$ cat config.mk
export PLATFORM = sky130hd
export DESIGN_NAME = mem_access_unit
export DESIGN_NICKNAME = d
export VERILOG_FILES = /design/src/rtl/mem_access_unit.sv
export SDC_FILE = /design/constraint.sdc
export NUM_CORES = 1
export LEC_CHECK = 0
export ABC_AREA = 1
export CAP_MARGIN = 5
export CORE_MARGIN = 2
export CORE_UTILIZATION = 48
export CTS_BUF_LIST = sky130_fd_sc_hd__clkbuf_8
export DETAILED_ROUTE_END_ITERATION = 10
export MAX_ROUTING_LAYER = met4
export PLACE_DENSITY_LB_ADDON = 0.25
export SLEW_MARGIN = 10
export SYNTH_ARGS = -nofsm -noshare
export SYNTH_HDL_FRONTEND = slang
export SYNTH_SLANG_ARGS = --single-unit
$ cat constraint.sdc
create_clock -name clk -period 5.36 [get_ports clk]
set_clock_uncertainty 0.2 [all_clocks]
set_input_delay 1.072 -clock clk [delete_from_list [all_inputs] [get_ports clk]]
set_output_delay 1.072 -clock clk [all_outputs]
set_load 0.05 [all_outputs]
$ cat src/rtl/mem_access_unit.sv
// mem_access_unit: MEM-stage load/store engine over a variable-latency req/ack port.
// Optional feature macro: MEM_MISALIGN_TRAP_EN (trap misaligned half/word accesses).
module mem_access_unit #(
    parameter int unsigned TIMEOUT_CYCLES = 255
) (
    input  logic        clk,
    input  logic        rst,
    input  logic [31:0] alu_res_in,
    input  logic [31:0] data2_in,
    input  logic [4:0]  rd_in,
    input  logic [2:0]  mem_ctrl_in,
    input  logic [1:0]  mem_size_in,
    input  logic        wb_ctrl_in,
    output logic        stall_out,
    output logic        dmem_req,
    output logic        dmem_we,
    output logic [31:0] dmem_addr,
    output logic [31:0] dmem_wdata,
    output logic [3:0]  dmem_wstrb,
    input  logic [31:0] dmem_rdata,
    input  logic        dmem_ack,
    output logic [31:0] wb_data_out,
    output logic [4:0]  rd_out,
    output logic        wb_ctrl_out,
    output logic [1:0]  mem_err_out
);

    typedef enum logic {
        S_IDLE,
        S_WAIT
    } state_e;

    localparam logic [15:0] CNT_LAST = 16'(TIMEOUT_CYCLES - 1);

    state_e      state_q, state_d;
    logic        req_q, req_d;
    logic        we_q, we_d;
    logic [31:0] addr_q, addr_d;
    logic [31:0] wdata_q, wdata_d;
    logic [3:0]  wstrb_q, wstrb_d;
    logic [1:0]  size_q, size_d;
    logic [1:0]  lane_q, lane_d;
    logic        uns_q, uns_d;
    logic [15:0] cnt_q, cnt_d;
    logic [31:0] wb_data_q, wb_data_d;
    logic [4:0]  rd_q, rd_d;
    logic        wb_ctrl_q, wb_ctrl_d;
    logic [1:0]  err_q, err_d;

    logic        is_rd, is_wr, is_ill, misal, issue, timeout;
    logic [1:0]  lane_n;
    logic [3:0]  strb_n;
    logic [31:0] wdata_n;
    logic [31:0] shifted, load_val;

    // Decode the incoming op and build the lane-placed store bundle.
    always_comb begin
        is_rd  = (mem_ctrl_in[1:0] == 2'b01);
        is_wr  = (mem_ctrl_in[1:0] == 2'b10);
        is_ill = (mem_ctrl_in[1:0] == 2'b11);
`ifdef MEM_MISALIGN_TRAP_EN
        misal  = ((mem_size_in == 2'b01) && alu_res_in[0]) ||
                 (mem_size_in[1] && (alu_res_in[1:0] != 2'b00));
`else
        misal  = 1'b0;
`endif
        issue  = (is_rd || is_wr) && !misal;
        lane_n  = 2'b00;
        strb_n  = 4'b1111;
        wdata_n = data2_in;
        unique case (mem_size_in)
            2'b00: begin
                lane_n  = alu_res_in[1:0];
                strb_n  = 4'b0001 << alu_res_in[1:0];
                wdata_n = {4{data2_in[7:0]}};
            end
            2'b01: begin
                lane_n  = {alu_res_in[1], 1'b0};
                strb_n  = 4'b0011 << {alu_res_in[1], 1'b0};
                wdata_n = {2{data2_in[15:0]}};
            end
            default: begin
                lane_n  = 2'b00;
                strb_n  = 4'b1111;
                wdata_n = data2_in;
            end
        endcase
    end

    // Extract and extend the load result from the returned word.
    always_comb begin
        shifted  = dmem_rdata >> {lane_q, 3'b000};
        load_val = dmem_rdata;
        unique case (size_q)
            2'b00:   load_val = uns_q ? {24'd0, shifted[7:0]}
                                      : {{24{shifted[7]}}, shifted[7:0]};
            2'b01:   load_val = uns_q ? {16'd0, shifted[15:0]}
                                      : {{16{shifted[15]}}, shifted[15:0]};
            default: load_val = dmem_rdata;
        endcase
    end

    // Freeze request: pending issue in IDLE, or WAIT until ack/timeout.
    always_comb begin
        timeout   = (state_q == S_WAIT) && (cnt_q == CNT_LAST);
        stall_out = (state_q == S_IDLE) ? issue : !(dmem_ack || timeout);
    end

    // Next-state and MEM/WB result selection.
    always_comb begin
        state_d   = state_q;
        req_d     = req_q;
        we_d      = we_q;
        addr_d    = addr_q;
        wdata_d   = wdata_q;
        wstrb_d   = wstrb_q;
        size_d    = size_q;
        lane_d    = lane_q;
        uns_d     = uns_q;
        cnt_d     = cnt_q;
        wb_data_d = wb_data_q;
        rd_d      = rd_q;
        wb_ctrl_d = 1'b0;
        err_d     = 2'b00;
        unique case (state_q)
            S_IDLE: begin
                wb_data_d = alu_res_in;
                rd_d      = rd_in;
                if (is_ill) begin
                    err_d = 2'b11;
                end else if (issue) begin
                    state_d = S_WAIT;
                    req_d   = 1'b1;
                    we_d    = is_wr;
                    addr_d  = {alu_res_in[31:2], 2'b00};
                    wdata_d = wdata_n;
                    wstrb_d = strb_n;
                    size_d  = mem_size_in;
                    lane_d  = lane_n;
                    uns_d   = mem_ctrl_in[2];
                    cnt_d   = 16'd0;
                end else if (is_rd || is_wr) begin
                    err_d = 2'b10;
                end else begin
                    wb_ctrl_d = wb_ctrl_in;
                end
            end
            S_WAIT: begin
                if (dmem_ack) begin
                    state_d   = S_IDLE;
                    req_d     = 1'b0;
                    we_d      = 1'b0;
                    wb_data_d = we_q ? alu_res_in : load_val;
                    rd_d      = rd_in;
                    wb_ctrl_d = wb_ctrl_in;
                end else if (timeout) begin
                    state_d   = S_IDLE;
                    req_d     = 1'b0;
                    we_d      = 1'b0;
                    wb_data_d = 32'd0;
                    rd_d      = rd_in;
                    err_d     = 2'b01;
                end else begin
                    cnt_d = cnt_q + 16'd1;
                end
            end
            default: state_d = S_IDLE;
        endcase
    end

    // State and output registers; reset abandons any outstanding access.
    always_ff @(posedge clk or posedge rst) begin
        if (rst) begin
            state_q   <= S_IDLE;
            req_q     <= 1'b0;
            we_q      <= 1'b0;
            addr_q    <= 32'd0;
            wdata_q   <= 32'd0;
            wstrb_q   <= 4'd0;
            size_q    <= 2'd0;
            lane_q    <= 2'd0;
            uns_q     <= 1'b0;
            cnt_q     <= 16'd0;
            wb_data_q <= 32'd0;
            rd_q      <= 5'd0;
            wb_ctrl_q <= 1'b0;
            err_q     <= 2'd0;
        end else begin
            state_q   <= state_d;
            req_q     <= req_d;
            we_q      <= we_d;
            addr_q    <= addr_d;
            wdata_q   <= wdata_d;
            wstrb_q   <= wstrb_d;
            size_q    <= size_d;
            lane_q    <= lane_d;
            uns_q     <= uns_d;
            cnt_q     <= cnt_d;
            wb_data_q <= wb_data_d;
            rd_q      <= rd_d;
            wb_ctrl_q <= wb_ctrl_d;
            err_q     <= err_d;
        end
    end

    assign dmem_req    = req_q;
    assign dmem_we     = we_q;
    assign dmem_addr   = addr_q;
    assign dmem_wdata  = wdata_q;
    assign dmem_wstrb  = wstrb_q;
    assign wb_data_out = wb_data_q;
    assign rd_out      = rd_q;
    assign wb_ctrl_out = wb_ctrl_q;
    assign mem_err_out = err_q;

endmodule

==> results.toml <==
[synth]
synth_top_area_cell = "dfrtp_1"
syn_area_per_cell_um2 = 7.72
ys_seq_area_frac = 0.476
synth_top_area_share = 0.476
yosys_warnings = 0
async_reset_ff_frac = 1.00
ys_ff_latch = 130
yosys-top-cells-count = "nand2_1 (247), dfrtp_1 (130), o21ai_0 (93), nand3_1 (82), inv_1 (75)"
syn_inst = 885
synthDistinctLibCells = 40
yosysMostFrequentCell = "nand2_1"
synth_ff_type = "dfrtp_1"
yosys-top-cells-area = "dfrtp_1 (48%), nand2_1 (14%), o21ai_0 (6.8%), nand3_1 (6.0%), a21oi_1 (4.3%)"
syn_area_um2 = 6830
synth_edf_count = 0

[job]
drv_cap = 0

[sta]
tns_ns = 0
holdWs_ns = 0.275
slew_violations = 0
period_needed_ns = 4.34
rsz0062_at_grt = "no"
setup_viol = 0
max_freq_ghz = 0.230
fin_crit_sh = 0.810
timing.final.ws_setup_ns = 1.02
finalHoldViolCount = 0
worst_slew_pin_slew_ns = 0.999
slew_headroom = 0.332

[global_route]
grt_usage = 0.288
overflow = 0
grt_pass1_wl_mm = 32.5
grt_max_degree = 76
antenna_found_initial = 1
grt_pass1_vias = 6365

[detailed_routing]
drc = 0
drt_iter0_markers = 575
vias_per_cell = 5.32
wl_mm = 20.7
post_drt_wl_per_cell_um = 16.3
drtPass1Iterations = 5
dr_total_vias = 6768
ant_nets = 0

[die]
core_um2 = 13900
num_rows = 43
fp.dieH_um = 123
fp.dieW_um = 123
dieArea_um2 = 15200
ios = 221
start_util = 0.492

[layout]
drive_gt1_frac = 0.0587
fill_cells = 1230
stdcell_area_um2 = 9430
syn2layout_area_growth_pct = 38.1
nNetsFinal = 1193

[place]
port_buffers = 218
dpl.hpwl_mm = 14.6
finalWeightedCongestion = 0.926
dpl_worst_slack_ns = 0.999
placed_area_um2 = 9060

[setup_path]
critPathSlowestCell = "clkdlybuf4s50_1"
cp_slowest_stage_delay_ns = 0.85
crit_chain = "clkdlybuf4s50_1 > inv_1 > ha_1 > o21ai_0 > clkdlybuf4s50_1"
worst_ep_arrival_time_ns = 3.07
path_max_fanout = 4
crit_family = "buffers and inverters"
crit_top_cell = "clkdlybuf4s50_1"
end_kind = "primary output"
required_ns = 4.09
cp-start-kind = "input pin"
critPathBufInv = 3
crit_type = "in2out"

[clock_tree]
clk_path_buf_depth = 2
ctsResizeCount = 0
cts_max_level = 4
numCtsBuffers = 17
postCtsSetupBuffers = 0
cts-root-buf = "clkbuf_8"
clkTransAtPathRegs_ns = 0.06
clkSinkCount = 130
postCtsHoldBufs = 0
worstSkewPairLatency_ns = 0.47
cts_tree = "done"

[outcome]
status = "complete, no violations"

[power_and_ir_drop]
peakVddDrop_mv = 0.348
p_total_uw = 4750
leakagePower_uw = 0.00432
power_density_nw_per_um2 = 504

[min_path]
hold_path_class = "reg2reg"
-- where the power goes --
group	switching (uW)	leakage (uW)	internal, uW	total, uW
logic	1680	0.00252	793	2470
clock network	391	0.000190	394	785
registers	223	0.00161	1270	1490
-- state kept, by name, summed over array words and instances, names as in the netlist --
signal,cells
mem_err_out,2
dmem_we,1
size_q,2
dmem_addr,30
uns_q,1
dmem_wdata,32
dmem_wstrb,4
state_q,1
lane_q,2
cnt_q,16
dmem_req,1
rd_out,5
wb_ctrl_out,1
wb_data_out,32
-- metal layers --
layer	global-route usage	share of wire	vias to the layer above
li1	-	-	3306
met1	0.379	0.44	3162
met2	0.429	0.46	270
met3	0.0738	0.078	30
met4	0.109	0.023	0
met5	-	0	-
-- area by class of cell --
cell class,count,area (um2),share of cell area
antenna,1,2.50,0.000265
clock buffer,20,275,0.0292
clock inverter,11,91.3,0.00968
inverter,83,315,0.0334
multi-input combinational,622,3020,0.321
sequential,130,3250,0.345
tap,180,225,0.0239
timing repair buffer,225,2250,0.238
-- cell usage in the layout (no fill, tap or decap), types with 2 or more instances in the layout --
cell | netlist | layout
a21oi_1 | 59 | 59
a21oi_2 | 3 | 3
buf_4 | 3 | 6
clkbuf_8 | 0 | 20
clkdlybuf4s50_1 | 0 | 218
clkinv_1 | 3 | 3
clkinv_2 | 0 | 3
clkinv_4 | 0 | 2
clkinvlp_4 | 0 | 3
conb_1 | 1 | 2
dfrtp_1 | 130 | 130
ha_1 | 4 | 4
inv_1 | 75 | 77
inv_2 | 5 | 4
mux2_2 | 5 | 5
nand2_1 | 247 | 247
nand2_2 | 3 | 3
nand3_1 | 82 | 82
nor2_1 | 44 | 44
nor2_2 | 2 | 2
nor2_4 | 2 | 2
nor3_1 | 5 | 5
o2111ai_1 | 2 | 2
o211ai_1 | 23 | 23
o21ai_0 | 93 | 93
o21ai_1 | 10 | 10
o22ai_1 | 4 | 4
o31ai_1 | 11 | 11
or2_2 | 3 | 3
xor2_1 | 6 | 6
-- worst min-delay path: stages, from the launching register on --
cell and delay, ns:
dfrtp_1 0.35, nand2_1 0.05, nand2_1 0.04
-- cell families after synthesis --
family,count (synthesis),synth area share
adder cells (fa/ha/maj),4,0.00733
AO/OA/AOI/OAI,211,0.174
AND/OR/NAND/NOR,394,0.244
multiplexers,5,0.00824
buffers and inverters,134,0.0813
XOR/XNOR,6,0.00770
other,1,0.000549
flip-flops,130,0.476
-- path summary, 6_finish.rpt --
kind / from / to / slack, ns / cells after the start
setup / recovery: mem_ctrl_in[0] / stall_out / 1.02 / 5
setup reg to reg: state_q / wb_data_out[27] / 2.46 / 7
hold / removal: dmem_req / dmem_req / 0.28 / 2
hold reg to reg: dmem_req / dmem_req / 0.28 / 2
max in group asynchronous: rst / rd_out[4] / 3.18 / 3
min in group asynchronous: rst / dmem_wdata[21] / 0.96 / 2
-- metrics by stage --
| stage | std cells | utilization |
|---|---|---|
| 2_1_floorplan | 886 | - |
| 6_report | 1272 | 0.680 |
| 4_1_cts | 1271 | 0.679 |
| 3_3_place_gp | 1240 | 0.653 |
| 3_5_place_dp | 1240 | 0.653 |
| 5_1_grt | 1272 | 0.680 |
(Power assumes the default switching activity.)
